## config.mk

```make
export PLATFORM = sky130hd
export DESIGN_NAME = pc_sequencer
export DESIGN_NICKNAME = d
export VERILOG_FILES = /design/src/rtl/pc_sequencer.sv
export SDC_FILE = /design/constraint.sdc
export NUM_CORES = 1
export LEC_CHECK = 0
export CAP_MARGIN = 20
export CORE_ASPECT_RATIO = 1.75
export CORE_MARGIN = 2
export CORE_UTILIZATION = 49
export CTS_CLUSTER_SIZE = 16
export DETAILED_ROUTE_END_ITERATION = 16
export PLACE_DENSITY = 0.81
export SETUP_SLACK_MARGIN = 0.4
export SYNTH_ARGS = -nofsm -noshare
export SYNTH_HDL_FRONTEND = slang
export SYNTH_SLANG_ARGS = --single-unit
```

## constraint.sdc

```tcl
create_clock -name clk -period 2.7 [get_ports clk]
set_input_delay 0.54 -clock clk [delete_from_list [all_inputs] [get_ports clk]]
set_output_delay 0.54 -clock clk [all_outputs]
set_load 0.02 [all_outputs]
```

## src/rtl/pc_sequencer.sv

```systemverilog
// pc_sequencer
//   Fetch-stage program counter. Holds the PC and advances it by INC each time
//   instruction memory accepts a fetch. Pipeline stalls freeze sequential
//   advance. A branch redirect that arrives during a stall is buffered, and the
//   latest one wins. A trap redirect takes effect on the next edge.
//
// Ports
//   clk              system clock, rising edge
//   rst              asynchronous reset, active high
//   stall            hazard-unit stall; freezes sequential advance
//   fetch_ready      instruction memory accepts the current address
//   redirect_valid   branch/jump resolved taken this cycle
//   redirect_target  branch/jump target address
//   trap             exception/interrupt request, highest priority
//   pc               current fetch address (registered)
//   pc_plus          pc + INC, combinational, for the IF/ID latch
//   fetch_valid      pc is a valid fetch request
//   redirect_pending a redirect is buffered awaiting stall release
//
// INC must be a power of two and at least 1. Loaded targets are aligned to INC.
module pc_sequencer #(
  parameter int              XLEN         = 32,
  parameter int              INC          = 4,
  parameter logic [XLEN-1:0] RESET_VECTOR = '0,
  parameter logic [XLEN-1:0] TRAP_VECTOR  = XLEN'(32'h0000_0100)
) (
  input  logic            clk,
  input  logic            rst,
  input  logic            stall,
  input  logic            fetch_ready,
  input  logic            redirect_valid,
  input  logic [XLEN-1:0] redirect_target,
  input  logic            trap,
  output logic [XLEN-1:0] pc,
  output logic [XLEN-1:0] pc_plus,
  output logic            fetch_valid,
  output logic            redirect_pending
);

  localparam logic [XLEN-1:0] INC_W = XLEN'(INC);
  // Clears the low log2(INC) bits. When INC=1 this is all ones, so nothing is masked.
  localparam logic [XLEN-1:0] ALIGN_MASK = ~(INC_W - XLEN'(1));
  localparam logic [XLEN-1:0] TRAP_ALIGNED = TRAP_VECTOR & ALIGN_MASK;

  typedef enum logic {BOOT, RUN} state_t;

  state_t          state_reg;
  logic [XLEN-1:0] pc_reg;
  logic [XLEN-1:0] pend_target_reg;
  logic            pend_reg;
  logic            fetch_valid_reg;

  logic [XLEN-1:0] redirect_aligned;

  assign redirect_aligned = redirect_target & ALIGN_MASK;

  always_ff @(posedge clk or posedge rst) begin
    if (rst) begin
      state_reg       <= BOOT;
      pc_reg          <= RESET_VECTOR;
      pend_target_reg <= '0;
      pend_reg        <= 1'b0;
      fetch_valid_reg <= 1'b0;
    end else begin
      case (state_reg)
        BOOT: begin
          // pc stays at the reset vector. Any redirect seen here is held in the
          // pending register and is applied once the unit is in RUN.
          state_reg       <= RUN;
          fetch_valid_reg <= 1'b1;
          if (trap) begin
            pend_target_reg <= TRAP_ALIGNED;
            pend_reg        <= 1'b1;
          end else if (redirect_valid) begin
            pend_target_reg <= redirect_aligned;
            pend_reg        <= 1'b1;
          end
        end
        RUN: begin
          fetch_valid_reg <= 1'b1;
          if (trap) begin
            pc_reg   <= TRAP_ALIGNED;
            pend_reg <= 1'b0;
          end else if (redirect_valid && !stall) begin
            // The in-flight request is abandoned, so fetch_ready is not needed.
            pc_reg   <= redirect_aligned;
            pend_reg <= 1'b0;
          end else if (redirect_valid) begin
            // Stalled: buffer the redirect. A newer one overwrites an older one.
            pend_target_reg <= redirect_aligned;
            pend_reg        <= 1'b1;
          end else if (pend_reg && !stall) begin
            pc_reg   <= pend_target_reg;
            pend_reg <= 1'b0;
          end else if (!stall && fetch_ready) begin
            pc_reg <= pc_reg + INC_W;
          end
        end
        default: state_reg <= BOOT;
      endcase
    end
  end

  assign pc               = pc_reg;
  assign pc_plus          = pc_reg + INC_W;  // wraps modulo 2^XLEN
  assign fetch_valid      = fetch_valid_reg;
  assign redirect_pending = pend_reg;

endmodule
```

==> results.json, run 1 <==
{
  "synth_common_cells": "dfrtp_1 (66), nor2_1 (33), a22o_1 (30)",
  "syn_area_um2": 3990,
  "routedWlPerCell_um": 23.3,
  "setup_ws_ns": 0.0967,
  "cts_buffers": 9,
  "antenna_found_initial": 0,
  "critical_path_class": "flip-flop to primary output",
  "place_congestion": 0.928,
  "nFillCells": 409,
  "cts_tree": "done",
  "syn_inst": 421,
  "dp_hpwl_um": 9500,
  "arrival_ns": 2.06,
  "muxShareOfSynthArea_pct": 1.82,
  "power_density_nw_per_um2": 478,
  "yosys.area.top_type": "dfrtp_1",
  "p_comb_share_pct": 26.5,
  "finalNonFillerCells": 713,
  "ys_types": 66,
  "drv_slew": 0,
  "startpoint_type": "flip-flop",
  "synth_top_area_share_pct": 41.4,
  "setup_viol": 0,
  "cts_sinks": 66,
  "nets": 656,
  "hold_viol_final": 0,
  "wl_um": 16600,
  "seqPwrFrac_pct": 36.8,
  "insertion_delay_ns": 0.34,
  "synth-xor-area-share_pct": 6.14,
  "drive_above_1_share_pct": 35.7,
  "synth-seq-cells": 66,
  "switchingPower_mw": 0.957,
  "synth_seq_area_share_pct": 41.4,
  "synth_async_sr_flop_share_pct": 100,
  "clock_path_buffers": 2,
  "port_buffers": 101,
  "start_util_pct": 50.5,
  "die_area_um2": 8910,
  "rsz0062_at_grt": "true",
  "die_w_um": 72.2,
  "fin_skew_ns": 0.00899,
  "hold_path_class": "flip-flop to flip-flop",
  "p_sw_share_pct": 30.9,
  "synth_top_family_by_area": "compound AO/OA/AOI/OAI gates",
  "period_share_pct": 96.4,
  "grt_remaining_overflow": 0,
  "yosysMostFrequentCell": "dfrtp_1",
  "dr.pass1.iters": 5,
  "htree_levels": 3,
  "synth_edf_count": 0,
  "max_freq_ghz": 0.384,
  "p_int_mw": 2.14,
  "ir_drop_mv": 0.415,
  "ys.flop_type": "dfrtp_1",
  "pin_count": 104,
  "chipHeight_um": 123,
  "grt_pass1_wl_um": 23200,
  "syn2layout_area_growth_pct": 62.5,
  "final_util_pct": 82.0,
  "ys_top_cells_by_area": "dfrtp_1 (41%), a22o_1 (6.6%), xnor2_1 (4.8%)",
  "crit_path_end_kind": "primary output",
  "tightest_slew_ns": 0.605,
  "rows": 43,
  "drt_iter0_drc": 589,
  "root_buffer": "clkbuf_16",
  "synth-compound-area-share_pct": 24.5,
  "leakage_nw": 3.00,
  "route.detailed.drc": 0,
  "synth-simple-area-share_pct": 19.2,
  "grt_max_degree": 32,
  "status": "complete, no violations",
  "path_max_fanout": 3,
  "dp.cells": 645,
  "ys_warn_count": 0,
  "coreArea_um2": 7910,
  "dp_slack_ns": -0.101,
  "holdBufCountCts": 0,
  "synth.net_count": 460,
  "clkTransAtPathRegs_ns": 0.05,
  "slew_headroom_pct": 59.6,
  "period_minus_slack_ns": 2.60,
  "cp.required_ns": 2.16,
  "via_per_inst": 6.78,
  "p_clk_share_pct": 36.7,
  "synth_adder_area_share_pct": 0.313,
  "track_usage_pct": 34.9,
  "cap_violations": 0,
  "ant_nets": 0,
  "grt_pass1_vias": 4652,
  "avgSynthCellArea_um2": 9.48,
  "num_vias": 4831
}
-- worst max-delay path, cell delays in order (launching register included) --
cell and delay, ns:
dfrtp_1 0.40, buf_6 0.12, and4_4 0.30, buf_6 0.12
and2_4 0.16, nand4_1 0.18, xor2_2 0.22, inv_1 0.09
buf_6 0.14
-- layer usage --
| layer | vias to the layer above | GRT usage, % | part of all wire [%] |
|---|---|---|---|
| li1 | 1964 | - | - |
| met1 | 2334 | 36.3 | 33 |
| met2 | 393 | 59.6 | 51 |
| met3 | 140 | 6.93 | 7.7 |
| met4 | 0 | 28.5 | 8.5 |
| met5 | - | 0 | 0 |
-- cells in the final DEF (no fill, tap or decap), types with 3 or more instances in the layout --
| cell type | synthesis | final |
|---|---|---|
| clkdlybuf4s15_2 | 0 | 3 |
| and3_1 | 3 | 3 |
| nand4_1 | 10 | 10 |
| nor2b_1 | 5 | 5 |
| o21ai_1 | 2 | 8 |
| nor2_1 | 33 | 29 |
| xnor2_1 | 22 | 9 |
| o21ai_0 | 21 | 14 |
| a211oi_1 | 4 | 4 |
| o2bb2ai_1 | 5 | 5 |
| buf_12 | 0 | 5 |
| xnor2_2 | 0 | 12 |
| and4_4 | 0 | 3 |
| o211ai_1 | 5 | 5 |
| o311ai_0 | 7 | 6 |
| clkbuf_8 | 3 | 3 |
| nand3_1 | 19 | 12 |
| buf_6 | 1 | 12 |
| o22ai_1 | 4 | 4 |
| inv_1 | 22 | 20 |
| nand2_1 | 24 | 20 |
| clkbuf_16 | 0 | 9 |
| and2_1 | 3 | 3 |
| a22oi_1 | 11 | 11 |
| or3b_1 | 3 | 3 |
| nand2_2 | 0 | 4 |
| a21oi_1 | 12 | 12 |
| a22o_1 | 30 | 30 |
| nor3_4 | 0 | 4 |
| xor2_1 | 6 | 4 |
| mux2i_1 | 5 | 5 |
| buf_4 | 4 | 120 |
| clkdlybuf4s50_1 | 0 | 72 |
| dfrtp_1 | 66 | 64 |
| a222oi_1 | 5 | 5 |
| nor3_1 | 11 | 7 |
| nand3_4 | 0 | 6 |
-- path summary, 6_finish.rpt --
path                                                start                              to  slack, ns  cells past startpoint
max in group asynchronous                             rst               pc[2]$_DFFE_PP0P_       1.51                      3
min in group asynchronous                             rst              pc[21]$_DFFE_PP0P_       0.57                      2
setup reg to reg                        pc[2]$_DFFE_PP0P_              pc[12]$_DFFE_PP0P_       0.32                     13
hold / removal             pend_target_reg[1]$_DFFE_PP0P_  pend_target_reg[1]$_DFFE_PP0P_       0.49                      1
hold reg to reg            pend_target_reg[1]$_DFFE_PP0P_  pend_target_reg[1]$_DFFE_PP0P_       0.49                      1
setup / recovery                        pc[2]$_DFFE_PP0P_                     pc_plus[13]        0.1                      8
-- power by group through the flow --
stage          sequential [mW]  combinational (mW)  clock (mW)
2_1_floorplan             1.19               0.319           0
3_3_place_gp              1.14               0.715           0
3_5_place_dp              1.14               0.730           0
4_1_cts                   1.13               0.750        1.13
5_1_grt                   1.14               0.857        1.18
6_report                  1.14               0.820        1.14
-- cell families (layout without fill, tap and decap cells) --
family	Yosys count	after routing
and+or+nand+nor	136	136
other	1	2
xor gates and xnor gates	28	28
adders and majority gates	1	1
DFF	66	66
buffers and inverters	53	254
muxes	7	7
AOI/OAI and AO/OA	129	129
-- layout make-up --
cell class	instances	area (um^2)	share of cell area, %
inverter	22	86.3	1.33
clock inverter	2	10.0	0.154
multi-input combinational	302	2430	37.4
timing repair buffer	216	1920	29.6
tap	90	113	1.74
antenna	1	2.50	0.0386
sequential	66	1650	25.5
clock buffer	14	274	4.22
-- metrics by stage --
step | area, um^2 | setup TNS [ns] | power, mW | hold slack, ns
floorplan | 4040 | 0 | 1.51 | 0.454
global placement | 5520 | -0.0959 | 1.85 | 0.471
detailed placement | 5520 | -0.213 | 1.87 | 0.472
CTS | 6210 | 0 | 3.01 | 0.489
global route | 6480 | -0.00617 | 3.18 | 0.510
finish | 6490 | 0 | 3.10 | 0.493
-- what timing repair did --
item                                    CTS  global route
buffers inserted                         30            21
endpoints found under the setup margin   29            65
resized for setup                       190            32
cloned                                    0             0
pin swaps                                36            22
No activity file was read; power rests on OpenSTA's default activity.
==> run 2, diff against run 1 <==
--- a/config.mk
+++ b/config.mk
@@ -5,13 +5,14 @@
 export SDC_FILE = /design/constraint.sdc
 export NUM_CORES = 1
 export LEC_CHECK = 0
+export ABC_AREA = 1
 export CAP_MARGIN = 20
 export CORE_ASPECT_RATIO = 1.75
 export CORE_MARGIN = 2
-export CORE_UTILIZATION = 49
+export CORE_UTILIZATION = 50
 export CTS_CLUSTER_SIZE = 16
 export DETAILED_ROUTE_END_ITERATION = 16
-export PLACE_DENSITY = 0.81
+export PLACE_DENSITY = 0.82
 export SETUP_SLACK_MARGIN = 0.4
 export SYNTH_ARGS = -nofsm -noshare
 export SYNTH_HDL_FRONTEND = slang
==> run 2 against run 1 <==
  * Via count fell by 3.7%
  * Setup slack improved by 0.17 ns
  * Area after synthesis rose by 3.2%
  * Synthesized cell count rose by 46%
  * Critical path depth rose by 1
  * Final cell count rose by 17%
  * Final area fell by 8.2%
  * Clock skew fell by 0.0021 ns
  * Clock-buffer cell count fell by 3
  * Fmax rose by 6.8%
  * First-iteration DRC count fell by 15%
  * Clock power rose by 12%
  * Critical path type unchanged
  * Largest cell class unchanged
  * Highest routed layer unchanged
==> results.json, run 2 <==
{
  "path_max_fanout": 3,
  "startpoint_type": "flip-flop",
  "fin_skew_ns": 0.00684,
  "dr.pass1.iters": 7,
  "route.detailed.drc": 0,
  "timing.hold.ws_ns": 0.492,
  "critical_path_class": "flip-flop to primary output",
  "yosysMostFrequentCell": "nand2_1",
  "hold_end": "pend_target_reg[7]$_DFFE_PP0P_",
  "track_usage_pct": 30.7,
  "die_area_um2": 9010,
  "synth_top_area_share_pct": 40.1,
  "hold_path_class": "flip-flop to flip-flop",
  "rrSetupSlack_ns": 0.85,
  "antenna_found_initial": 0,
  "grt_pass1_vias": 4436,
  "grt_remaining_overflow": 0,
  "ys_warn_count": 0,
  "insertion_delay_ns": 0.34,
  "diodes": 0,
  "ys_types": 30,
  "clkTransAtPathRegs_ns": 0.05,
  "syn2layout_area_growth_pct": 44.6,
  "die_w_um": 72.6,
  "cts_buffers": 9,
  "grt_pass1_wl_um": 21200,
  "seq_area_um2": 1670,
  "status": "complete, no violations",
  "dp_slack_ns": -0.0848,
  "worst_r2r_startpoint": "pc[3]$_DFFE_PP0P_",
  "p_total_mw": 3.50,
  "rsz0062_at_grt": "true",
  "setup_viol": 0,
  "r2r.worst_path.cells": 13,
  "hold_start": "pend_target_reg[7]$_DFFE_PP0P_",
  "wl_um": 13900,
  "coreArea_um2": 7960,
  "power_density_nw_per_um2": 588,
  "synth_common_cells": "nand2_1 (231), inv_1 (91), dfrtp_1 (66)",
  "final_cell_mix": "nand2_1 (211), inv_1 (89), clkdlybuf4s50_1 (73)",
  "dp_hpwl_um": 8960,
  "max_freq_ghz": 0.410,
  "avgSynthCellArea_um2": 6.71,
  "synth_edf_count": 0,
  "routedWlPerCell_um": 16.8,
  "num_vias": 4654,
  "place_congestion": 0.890,
  "drv_slew": 0,
  "root_buffer": "clkbuf_16",
  "yosys.area.top_type": "dfrtp_1",
  "leakage_nw": 2.92,
  "drive_above_1_share_pct": 20.2,
  "synth.net_count": 653,
  "synth-seq-cells": 66,
  "chipHeight_um": 124,
  "ir_drop_mv": 0.494,
  "r2r-end": "pc[20]$_DFFE_PP0P_",
  "ys_top_cells_by_area": "dfrtp_1 (40%), nand2_1 (21%), inv_1 (8.3%)",
  "grt_max_degree": 67,
  "mostFrequentLayoutCell": "nand2_1",
  "ys.flop_type": "dfrtp_1",
  "period_share_pct": 90.3,
  "dpl_cell_area_um2": 5230,
  "rows": 43,
  "hold_viol_final": 0,
  "port_buffers": 101,
  "ant_nets": 0,
  "cp.required_ns": 2.16,
  "syn_inst": 614,
  "clock_path_buffers": 2,
  "arrival_ns": 1.90,
  "cts_sinks": 66,
  "synth_async_sr_flop_share_pct": 100,
  "cts_tree": "done",
  "syn_area_um2": 4120,
  "nets": 776,
  "crit_path_end_kind": "primary output",
  "via_per_inst": 5.59,
  "htree_levels": 3,
  "setup_ws_ns": 0.263,
  "slew_headroom_pct": 43.8,
  "period_minus_slack_ns": 2.44,
  "final_cell_area_um2": 5950,
  "multi_input_area_um2": 2240,
  "cap_violations": 0,
  "tightest_slew_ns": 0.842,
  "pin_count": 104,
  "synth_seq_area_share_pct": 40.1,
  "start_util_pct": 51.7,
  "nFillCells": 587,
  "hold_path_depth": 1,
  "drt_iter0_drc": 499
}
run 2: cell types whose count changed in the layout (fill, tap and decap cells not counted), moves of 18 or more:
cell	before	now
nand2_2	4	22
a22o_1	30	11
buf_4	120	32
inv_1	20	89
nand2_1	20	211
o21ai_0	14	42
run 2: worst max path at each step:
stage               depth (start not counted)                        endpoint  slack [ns]         startpoint
floorplan                                   1               pc[0]$_DFFE_PP0P_        0.51                rst
global placement                            7  pend_target_reg[7]$_DFFE_PP0P_       -0.04              stall
detailed placement                          7  pend_target_reg[7]$_DFFE_PP0P_       -0.08              stall
CTS                                        10                     pc_plus[28]        0.22  pc[3]$_DFFE_PP0P_
global route                               10                     pc_plus[28]        0.21  pc[3]$_DFFE_PP0P_
finish                                      9                     pc_plus[20]        0.26  pc[3]$_DFFE_PP0P_
run 2: through the flow:
step	instances	utilization, %	TNS [ns]
6_report	832	74.8	0
3_3_place_gp	793	65.7	-0.112
3_5_place_dp	793	65.7	-0.691
2_1_floorplan	614	-	0
5_1_grt	832	74.8	0
4_1_cts	819	71.5	0
run 2: area by class of cell:
cell class | instances | share of cell area, %
Multi-Input combinational cell | 433 | 37.6
Sequential cell | 66 | 28.0
Timing Repair Buffer | 134 | 21.2
Inverter | 93 | 5.86
Clock buffer | 11 | 4.08
Tap cell | 90 | 1.89
Clock inverter | 5 | 1.30
run 2: report_power, final:
part | leakage (nW) | internal (mW) | total [mW] | switching (mW)
Combinational | 1.92 | 0.435 | 1.01 | 0.571
Sequential | 0.847 | 1.09 | 1.21 | 0.117
Clock | 0.156 | 0.830 | 1.28 | 0.453
run 2: metal layers:
metal	vias up	wire (um)	GRT usage (%)	share of wire [%]
li1	2160	-	-	-
met1	2129	4820	35.5	35
met4	0	791	18.4	5.7
met2	293	7290	52.3	52
met3	72	1040	5.26	7.5
met5	-	0	0	0
run 2: worst max-delay path: stages, from the launching register on:
cell and delay (ns):
dfrtp_1 0.37, ha_2 0.20, nand2_2 0.07, nor2_4 0.20
buf_6 0.13, buf_6 0.09, nand3_4 0.09, o21ai_4 0.17
nand2_2 0.10, buf_6 0.14
run 2: what timing repair did:
action / in CTS / in global routing
resized for setup: 158 / 68
endpoints found under the setup margin: 44 / 26
buffers inserted: 10 / 13
pin swaps: 10 / 19
hold buffers: 0 / 0
endpoints found under the hold margin: 0 / 0
run 2: cell families (layout without fill, tap and decap cells):
kind of cell,Yosys count,count (layout),share of synthesized area (%)
AO/OA/AOI/OAI,105,105,14.7
XOR/XNOR,7,7,1.49
adder cells (fa/ha/maj),1,1,0.304
buffers and inverters,115,243,10.9
flip-flops,66,66,40.1
other,1,1,0.0911
AND/OR/NAND/NOR,319,319,32.4
